File: config.mk
export PLATFORM = sky130hd
export DESIGN_NAME = step_conditioner
export DESIGN_NICKNAME = d
export VERILOG_FILES = /design/src/rtl/step_conditioner.sv
export SDC_FILE = /design/constraint.sdc
export NUM_CORES = 1
export LEC_CHECK = 0
export BUFFER_PORTS_ARGS = -buffer_cell sky130_fd_sc_hd__clkbuf_2
export CELL_PAD_IN_SITES_DETAIL_PLACEMENT = 2
export CELL_PAD_IN_SITES_GLOBAL_PLACEMENT = 2
export CORE_MARGIN = 5
export CORE_UTILIZATION = 39
export CTS_BUF_LIST = sky130_fd_sc_hd__clkbuf_4 sky130_fd_sc_hd__clkbuf_8
export CTS_CLUSTER_SIZE = 25
export DETAILED_ROUTE_END_ITERATION = 12
export HOLD_SLACK_MARGIN = 0.06
export PLACE_DENSITY = 0.85
export SLEW_MARGIN = 20
export SYNTH_ARGS = -nofsm -noshare
export SYNTH_HDL_FRONTEND = slang
export SYNTH_SLANG_ARGS = --single-unit
File: constraint.sdc
create_clock -name clock_50 -period 1.9 [get_ports clock_50]
set_input_delay 0.19 -clock clock_50 [delete_from_list [all_inputs] [get_ports clock_50]]
set_output_delay 0.19 -clock clock_50 [all_outputs]
set_load 0.01 [all_outputs]
File: src/rtl/step_conditioner.sv
// Debounced step push-button and mode switch producing one-cycle world-advance strobes.
// Define STEP_AUTO_EN to add the periodic auto-step generator used while mode = 1.
module step_conditioner #(
  parameter int unsigned DEBOUNCE_CYCLES = 1000000,
  parameter int unsigned AUTO_PERIOD     = 25000000
) (
  input  logic       clock_50,
  input  logic       reset_key,
  input  logic       step_key_n,
  input  logic       mode_sw,
  output logic       step_pulse,
  output logic       mode,
  output logic [7:0] step_count
);

  localparam int unsigned CntW = $clog2(DEBOUNCE_CYCLES) + 1;
  localparam logic [CntW-1:0] DebLast = CntW'(DEBOUNCE_CYCLES - 1);

  typedef enum logic [1:0] {
    StIdle,
    StPressWait,
    StHeld,
    StReleaseWait
  } btn_state_e;

  // Synchronizers; reset to the released-key / manual-switch levels.
  logic r_key_meta, r_key_sync;
  logic r_sw_meta, r_sw_sync;

  always_ff @(posedge clock_50) begin
    if (reset_key) begin
      r_key_meta <= 1'b1;
      r_key_sync <= 1'b1;
      r_sw_meta  <= 1'b0;
      r_sw_sync  <= 1'b0;
    end else begin
      r_key_meta <= step_key_n;
      r_key_sync <= r_key_meta;
      r_sw_meta  <= mode_sw;
      r_sw_sync  <= r_sw_meta;
    end
  end

  // Button debounce FSM.
  btn_state_e      r_state, w_state_next;
  logic [CntW-1:0] r_btn_cnt, w_btn_cnt_next;
  logic            w_press_req;

  always_ff @(posedge clock_50) begin
    if (reset_key) begin
      r_state   <= StIdle;
      r_btn_cnt <= '0;
    end else begin
      r_state   <= w_state_next;
      r_btn_cnt <= w_btn_cnt_next;
    end
  end

  always_comb begin
    w_state_next   = r_state;
    w_btn_cnt_next = r_btn_cnt;
    w_press_req    = 1'b0;
    case (r_state)
      StIdle: begin
        if (!r_key_sync) w_state_next = StPressWait;
      end
      StPressWait: begin
        if (r_key_sync) begin
          w_state_next = StIdle;
        end else if (r_btn_cnt == DebLast) begin
          w_state_next = StHeld;
          w_press_req  = 1'b1;
        end else begin
          w_btn_cnt_next = r_btn_cnt + 1'b1;
        end
      end
      StHeld: begin
        if (r_key_sync) w_state_next = StReleaseWait;
      end
      StReleaseWait: begin
        if (!r_key_sync) begin
          w_state_next = StHeld;
        end else if (r_btn_cnt == DebLast) begin
          w_state_next = StIdle;
        end else begin
          w_btn_cnt_next = r_btn_cnt + 1'b1;
        end
      end
      default: w_state_next = StIdle;
    endcase
    if (w_state_next != r_state) w_btn_cnt_next = '0;
  end

  // Mode debounce: any cycle of agreement restarts the count.
  logic            r_mode, w_mode_next;
  logic [CntW-1:0] r_mode_cnt, w_mode_cnt_next;

  always_ff @(posedge clock_50) begin
    if (reset_key) begin
      r_mode     <= 1'b0;
      r_mode_cnt <= '0;
    end else begin
      r_mode     <= w_mode_next;
      r_mode_cnt <= w_mode_cnt_next;
    end
  end

  always_comb begin
    w_mode_next     = r_mode;
    w_mode_cnt_next = '0;
    if (r_sw_sync != r_mode) begin
      if (r_mode_cnt == DebLast) begin
        w_mode_next = r_sw_sync;
      end else begin
        w_mode_cnt_next = r_mode_cnt + 1'b1;
      end
    end
  end

  logic w_auto_req;

`ifdef STEP_AUTO_EN
  localparam int unsigned AutoW = (AUTO_PERIOD > 1) ? $clog2(AUTO_PERIOD) : 1;
  localparam logic [AutoW-1:0] AutoLast = AutoW'(AUTO_PERIOD - 1);

  logic [AutoW-1:0] r_auto_cnt, w_auto_cnt_next;

  always_ff @(posedge clock_50) begin
    if (reset_key) begin
      r_auto_cnt <= '0;
    end else begin
      r_auto_cnt <= w_auto_cnt_next;
    end
  end

  // Held at zero in manual mode so the first tick lands a full period after mode rises.
  always_comb begin
    w_auto_cnt_next = '0;
    w_auto_req      = 1'b0;
    if (r_mode) begin
      if (r_auto_cnt == AutoLast) begin
        w_auto_req = 1'b1;
      end else begin
        w_auto_cnt_next = r_auto_cnt + 1'b1;
      end
    end
  end
`else
  // No auto generator; AUTO_PERIOD stays referenced so both builds share one parameter list.
  assign w_auto_req = 1'b0 & (|AUTO_PERIOD);
`endif

  // Manual presses only count in manual mode; simultaneous requests merge into one strobe.
  logic       w_step_req;
  logic       r_step_pulse;
  logic [7:0] r_step_count;

  assign w_step_req = (w_press_req & ~r_mode) | w_auto_req;

  always_ff @(posedge clock_50) begin
    if (reset_key) begin
      r_step_pulse <= 1'b0;
      r_step_count <= 8'd0;
    end else begin
      r_step_pulse <= w_step_req;
      if (w_step_req) r_step_count <= r_step_count + 8'd1;
    end
  end

  assign step_pulse = r_step_pulse;
  assign mode       = r_mode;
  assign step_count = r_step_count;

endmodule

# --- Yosys cells after proc, flatten, opt, wreduce, memory -nomap -nowiden ---
# Index checks and enable logic that the tools add are counted.
# Widths: inputs -> output; s select.
word_totals:
  regBits: 58
  inputBits: 4
  wordCells: 45
  output_inout_bits: 10
classes:
  n_addsub: 3
  n_reduce_logical: 6
  bitwise_logic: 3
  n_mux: 14
  n_eq_ne: 9
op_table:
  columns: ["operator", "count"]
  rows:
  - ["$mux 21", 3]
  - ["$add 21x1->21 const B", 2]
  - ["$eq 21x20->1 const B", 2]
  - ["$pmux 21 s2", 1]
  - ["$mux 2", 6]
  - ["$add 8x1->8 const B", 1]
  - ["$pmux 2 s4", 1]
  - ["$eq 2x2->1 const B", 2]
  - ["$ne 2x2->1 const B", 2]
  - ["$mux 1", 3]
  - ["$reduce_and 3->1", 1]
  - ["$reduce_or 3->1", 1]
  - ["$eq 2x1->1 const B", 1]
  - ["$logic_not 2->1", 1]
  - ["$ne 2x2->1", 1]
  - ["$not 1->1", 2]
  - ["$reduce_and 2->1", 1]
  - ["$reduce_bool 2->1", 1]
  - ["$reduce_or 2->1", 1]
  - ["$and 1x1->1", 1]
  - ["$ne 1x1->1", 1]

# --- Longest topological paths before layout ---
# Gate-level depths: netlist of run 1.
depth:
  word_depth: 6
  ltp_mapped: 8
  depth_no_buf: 6

# --- Worst setup path after synthesis of run 1 ---
# Ideal clock, no wire load.
synth_path:
  kind: "reg-to-reg"
  from: "reg r_mode_cnt[0]"
  to: "reg r_mode_cnt[13]"
  setup_ns: 0.117
  period_less_slack_ns: 1.776
  slack_ns: 0.124
  path_stages_with_launch: 9
  path_buffers: 2
  required_time_ns: 1.783
  arrival_time_ns: 1.658
  path_cell_list: "dfxtp_1 ha_1 and3_1 nand3_1 nor3_1 or2_2 buf_2 buf_2 nor2_1"
synth_via:
  elab_chain_len: 2
  word_cells_on_any_way: 3
  cone_classes: "1 x add/sub; 1 x eq/ne; 1 x reduce/logical"
synth_rtl:
  columns: ["item", "line", "text"]
  rows:
  - ["start: declaration", "96", "logic [CntW-1:0] r_mode_cnt, w_mode_cnt_next;"]
  - ["start signal: assignment", "104", "r_mode_cnt <= w_mode_cnt_next;"]
  - ["branches (longest 2 deep; another with $add 21x1->21)", null, null]
# Several ways; the timed one is not identified.
# A chain may end at the register's enable or synchronous reset.

# --- Final worst setup path of run 1 ---
layout_path:
  from: "reg r_mode (netlist: mode)"
  to: "reg r_step_count[7] (netlist: step_count[7])"
layout_via:
  elab_chain_len: 2
layout_rtl:
  columns: ["item", "line", "text"]
  rows:
  - ["start: declaration", "95", "logic r_mode, w_mode_next;"]
  - ["start signal: assignment", "103", "r_mode <= w_mode_next;"]
  - ["$not 1->1", "158", "assign w_step_req = (w_press_req & ~r_mode) | w_auto_req;"]
  - ["$and 1x1->1", "158", null]
  - ["end signal: assignment", "166", "if (w_step_req) r_step_count <= r_step_count + 8'd1;"]
  - ["end: declaration", "156", "logic [7:0] r_step_count;"]
# Every way passes these cells.

==> results of run 1 <==
[power groups by stage]
stage	clock network, mW	logic (mW)	registers (mW)
floorplan	0	0.0298	1.25
global placement	0	0.0596	1.25
detailed placement	0	0.0623	1.25
CTS	1.25	0.0651	1.22
global route	1.32	0.0733	1.22
finish	1.25	0.0683	1.22
[per-stage QoR]
stage	instance area, um^2	hold slack (ns)
floorplan	2630	0.262
global placement	2950	0.374
detailed placement	2950	0.382
CTS	3180	0.0887
global route	3310	0.0971
finish	3310	0.0939
[sequential cells by signal, indices dropped and copies added (netlist names)]
signal	count
step_pulse	1
step_count	8
r_mode_cnt	21
mode	1
r_btn_cnt	21
r_sw_meta	1
r_key_meta	1
r_sw_sync	1
r_key_sync	1
r_state	2
[metal layers]
| metal | vias up | wire [um] |
|---|---|---|
| li1 | 1131 | - |
| met1 | 1238 | 4090 |
| met4 | 0 | 341 |
| met3 | 27 | 219 |
| met5 | - | 0 |
| met2 | 41 | 5250 |
[Yosys cell counts (2+ instances only)]
cell type  number
nor2b_1         2
inv_1           7
or4_1           2
a31oi_1         3
nand2_1        14
xor2_1         16
nand3b_1        2
dfxtp_1        58
mux2i_1         3
and4_1          5
nor4_1          9
nand3_1        24
clkbuf_1        2
ha_1            3
nand4_1         9
nand2b_1        3
nor2_1         47
nor4b_1         2
and3_1          7
nor3_1          9
o21ai_0         7
xnor2_1        21
buf_6           2
or3_1           6
or2_2           4
a21oi_1        11
buf_2           3
[cell families (layout without fill, tap and decap cells)]
| group | count (synthesis) | after routing | synth area share |
|---|---|---|---|
| flip-flops | 58 | 58 | 0.441 |
| XOR/XNOR | 37 | 37 | 0.123 |
| adder cells (fa/ha/maj) | 3 | 3 | 0.0143 |
| multiplexers | 3 | 3 | 0.0114 |
| AND/OR/NAND/NOR | 155 | 156 | 0.326 |
| AO/OA/AOI/OAI | 26 | 26 | 0.0571 |
| buffers and inverters | 14 | 62 | 0.0271 |
[worst max-delay path by stage]
stage / startpoint / endpoint / slack (ns) / depth (start not counted)
global placement: r_btn_cnt[11] / step_count[2] / 0.1 / 5
floorplan: r_mode_cnt[0] / r_mode_cnt[13] / 0.12 / 8
finish: mode / step_count[7] / -0.04 / 4
detailed placement: r_btn_cnt[6] / step_count[4] / -0.02 / 5
CTS: r_btn_cnt[6] / r_btn_cnt[17] / -0.04 / 6
global route: mode / step_count[7] / -0.1 / 4
[layout make-up]
cell class | count | area [um^2] | area share
timing repair buffer | 40 | 308 | 0.0930
clock inverter | 2 | 35.0 | 0.0106
tap | 80 | 100 | 0.0302
sequential | 58 | 1160 | 0.351
multi-input combinational | 225 | 1510 | 0.455
inverter | 7 | 26.3 | 0.00794
clock buffer | 13 | 173 | 0.0522
[repair_timing]
| action | CTS | global route |
|---|---|---|
| pin swaps | 2 | 5 |
| endpoints found under the hold margin | 1 | 0 |
| resized for setup | 4 | 16 |
| hold buffers | 1 | 0 |
| setup buffers | 0 | 4 |
| setup endpoints to repair | 6 | 35 |
| cloned | 0 | 1 |
==> results.toml, run 1 <==
[status]
status = "complete, but fails checks"
violations = "setup timing"

[floorplan]
num_rows = 30
start_util = 0.394
die_y_um = 92.1
die-area_um2 = 8490
coreArea_um2 = 6680
num_io_pins = 14
fp.dieW_um = 92.1

[grt]
grt_usage = 0.222
antenna_found_initial = 0
grt_max_degree = 19
overflow = 0
use_met2 = 0.397
met1_usage = 0.244
first_global_vias = 2711
grt_pass1_wl_um = 14500
top_usage_layer = "met2"
grt_use_met3 = 0.0648

[worst_setup_path]
crit_path_cell_trace = "nor3_1, nand4_4, or3_1, a21oi_1"
slowest_stage = "nor3_1"
r2r_start = "mode"
max_stage_delay_ns = 0.61
cp_top_family = "simple AND/OR/NAND/NOR gates"
cp.arrival_ns = 2.21
crit_buf_inv = 0
crit_fanout = 7
crit_path_end_kind = "register"
reg2reg_slack_ns = -0.04
r2r_end = "step_count[7]"
crit_required_ns = 2.17
startpoint_type = "register"
crit_type = "reg2reg"
rr_worst_depth = 4

[placed_design]
place_congestion = 0.774
dp_cells = 404
portBuffers = 13
dp_hpwl_um = 5590
pre_cts_slack_ns = -0.0199

[pwr]
pwr-share-seq = 0.481
pwr-share-clk = 0.492
power_leakage_nw = 1.20
vdd_ir_drop_max_mv = 0.811
p_total_mw = 2.54
power_density_nw_per_um2 = 768
internal_power_mw = 1.97
sw_frac_of_total = 0.226
switchingPower_mw = 0.576
power_frac_comb = 0.027

[clock_network]
cts_buffers = 9
clk_latency_ns = 0.35
cts.reportedPaths.clkPinSlew_ns = 0.08
cts_tree = "built"
cts_max_path_buffers = 2
cts_root_buf = "clkbuf_8"
ctsHtreeMaxLevel = 3
clock_sinks = 58

[drt]
vias_per_cell = 5.73
wl_per_cell_um = 23.3
num_vias = 2437
drt_pass1_iterations = 4
ant_nets = 0
dr.first_iter.drc_count = 114
drt_wl_total_um = 9900
route.detailed.drc = 0

[yosys]
syn-mean-instance-area_um2 = 8.89
synthFlopType = "dfxtp_1"
yosysWarnings = 0
synth.area.top_cells = "dfxtp_1 (44%), xnor2_1 (7.0%), nor2_1 (6.7%)"
synth_area_um2 = 2630
netlist_instances = 296
ys_async_sr_fraction = 0
synth_seq_cells = 58
yosysTopAreaCell = "dfxtp_1"
yosys.area.top_type_share = 0.441
ys_seq_area_frac = 0.441
syn_nets = 303
synth_enable_flop_cells = 0
synth_cell_types = 42

[worst_hold_path]
whs_path_depth = 2
hp-start = "mode_sw"
hold_class = "in2reg"
whs_endpoint = "r_sw_meta"

[layout]
area_growth_pct = 25.8
layout_common_cells = "dfxtp_1 (56), nor2_1 (47), nand3_1 (24), buf_4 (23), xnor2_1 (20)"
drive_above_1_share = 0.246
num-fill-cells = 709
layout.cells.non_filler = 425
antenna_cells = 0
final_util = 0.496
final_common_cell = "dfxtp_1"
nNetsFinal = 348

[sta]
worst_slew_pin_slew_ns = 0.704
fin_skew_ns = 0.0118
min_period_ns = 1.94
slew_headroom = 0.527
slew_violations = 0
setup_tns_ns = -0.0540
worst_slack_ns = -0.0372
finalCritPeriodShare = 1.02
setup_viol = 3
hold_viol_final = 0
max_freq_mhz = 516

[job]
drv_cap = 0
Note: power is estimated with default switching activity, not from simulation.
==> inputs of run 2 (changes only) <==
- PLACE_DENSITY: 0.85 -> not set
- PLACE_DENSITY_LB_ADDON: not set -> 0.1
==> run 2 against run 1 <==
  * The flow now finishes without violations
  * Via count shrank 4.3%
  * Combinational power shrank 0.7%
  * Fmax grew 8.3%
  * Highest routed layer unchanged
  * Critical path type unchanged
  * Utilization shrank 1.5 points
  * First-iteration DRC count shrank 58%
  * Worst setup slack gained 0.15 ns
  * Clock power shrank 14%
==> results.toml, run 2 (synthesis results as in run 1) <==
[layout]
layout.cells.non_filler = 428
num-fill-cells = 762
layout_common_cells = "dfxtp_1 (58), nor2_1 (47), buf_4 (25), nand3_1 (24), xnor2_1 (21)"
final_common_cell = "dfxtp_1"
drive_above_1_share = 0.218
area_growth_pct = 21.9
regArea_um2 = 1160
multi_input_area_um2 = 1420
nNetsFinal = 350
design_area_um2 = 3210
antenna_cells = 0

[sta]
setup_viol = 0
worst_slew_pin_slew_ns = 0.614
finalCritPeriodShare = 0.941
rsz0062_at_grt = "no"
setup_tns_ns = 0
slew_violations = 0
max_freq_mhz = 559
hold_viol_final = 0
min_period_ns = 1.79
worst_slack_ns = 0.111
fin_skew_ns = 0.00743
slew_headroom = 0.588

[pwr]
vdd_ir_drop_max_mv = 0.385
p_total_mw = 2.37
power_density_nw_per_um2 = 739
power_leakage_nw = 1.13

[worst_hold_path]
hold_class = "in2reg"
hp-start = "reset_key"

[floorplan]
num_io_pins = 14
die_y_um = 92.1
coreArea_um2 = 6680
fp.dieW_um = 92.1
num_rows = 30
start_util = 0.394
die-area_um2 = 8490

[worst_setup_path]
crit_type = "reg2reg"
slowest_stage = "or4_1"
cp_top_family = "simple AND/OR/NAND/NOR gates"
crit_fanout = 7
max_stage_delay_ns = 0.44
crit_path_cell_trace = "and4bb_2, and4_4, nand4_4, or4_1, a21oi_1"
setup.worst_path.start = "r_btn_cnt[5]"
startpoint_type = "register"
crit_required_ns = 2.18
crit_path_end_kind = "register"
crit_buf_inv = 0
r2r_start = "r_btn_cnt[5]"
cp.arrival_ns = 2.07

[job]
drv_cap = 0

[grt]
grt_pass1_wl_um = 12400
grt_usage = 0.186
grt_max_degree = 20
first_global_vias = 2588
overflow = 0
antenna_found_initial = 0

[clock_network]
cts_tree = "built"
ctsHtreeMaxLevel = 3
clock_sinks = 58
cts_buffers = 9
cts.reportedPaths.clkPinSlew_ns = 0.07
cts_root_buf = "clkbuf_8"
clk_latency_ns = 0.34
cts_max_path_buffers = 2

[drt]
dr.first_iter.drc_count = 48
vias_per_cell = 5.45
num_vias = 2331
drt_wl_total_um = 7370
ant_nets = 0
wl_per_cell_um = 17.2
drt_pass1_iterations = 4
route.detailed.drc = 0

[status]
status = "complete, no violations"

[placed_design]
dp_hpwl_um = 5270
portBuffers = 13
dp_cells = 408
place_area_um2 = 2970
pre_cts_slack_ns = 0.0473
place_congestion = 0.733
[run 2: cell count changes in the layout (fill, tap and decap cells not counted), sizes merged]
cell | previous run | this run
clkbuf | 26 | 23
inv | 7 | 10
clkinvlp | 0 | 3
dlygate4sd3 | 1 | 2
buf | 26 | 27
clkinv | 1 | 0
bufinv | 1 | 0
[run 2: area by class of cell]
type                            instances  share of cell area
Multi-Input combinational cell        225               0.443
Clock buffer                           10              0.0429
Inverter                                7             0.00819
Sequential cell                        58               0.362
Timing Repair Buffer                   42              0.0975
Tap cell                               80              0.0312
Clock inverter                          6              0.0152
[run 2: where the power goes]
| group | switching [mW] | total [mW] | internal [mW] | leakage [nW] |
|---|---|---|---|---|
| Combinational | 0.0374 | 0.0678 | 0.0303 | 0.577 |
| Sequential | 0.00310 | 1.22 | 1.22 | 0.468 |
| Clock | 0.557 | 1.08 | 0.521 | 0.0859 |
[run 2: through the flow]
| step | hold WS, ns | utilization |
|---|---|---|
| final | 0.195 | 0.480 |
| after CTS | 0.0687 | 0.474 |
| after global routing | 0.187 | 0.480 |
| after detailed placement | 0.383 | 0.445 |
| after global placement | 0.379 | 0.445 |
| after floorplan | 0.262 | - |
[run 2: metal layers]
| layer | routed length [um] | up-vias | track usage |
|---|---|---|---|
| met1 | 3260 | 1164 | 0.219 |
| met2 | 3830 | 23 | 0.328 |
| met5 | 0 | - | 0 |
| li1 | - | 1135 | - |
| met4 | 101 | 0 | 0.0631 |
| met3 | 176 | 9 | 0.0476 |
[run 2: final timing paths]
kind | to | slack [ns] | cells past startpoint
min | step_count[6] | 0.19 | 2
max reg2reg | step_count[4] | 0.11 | 5
min reg2reg | r_key_sync | 0.42 | 1
max | step_count[4] | 0.11 | 5
[run 2: timing repair]
| item | CTS | global route |
|---|---|---|
| hold endpoints to repair | 1 | 1 |
| resized for setup | 0 | 6 |
| endpoints found under the setup margin | 0 | 7 |
| hold buffers | 1 | 1 |
| setup buffers | 0 | 1 |
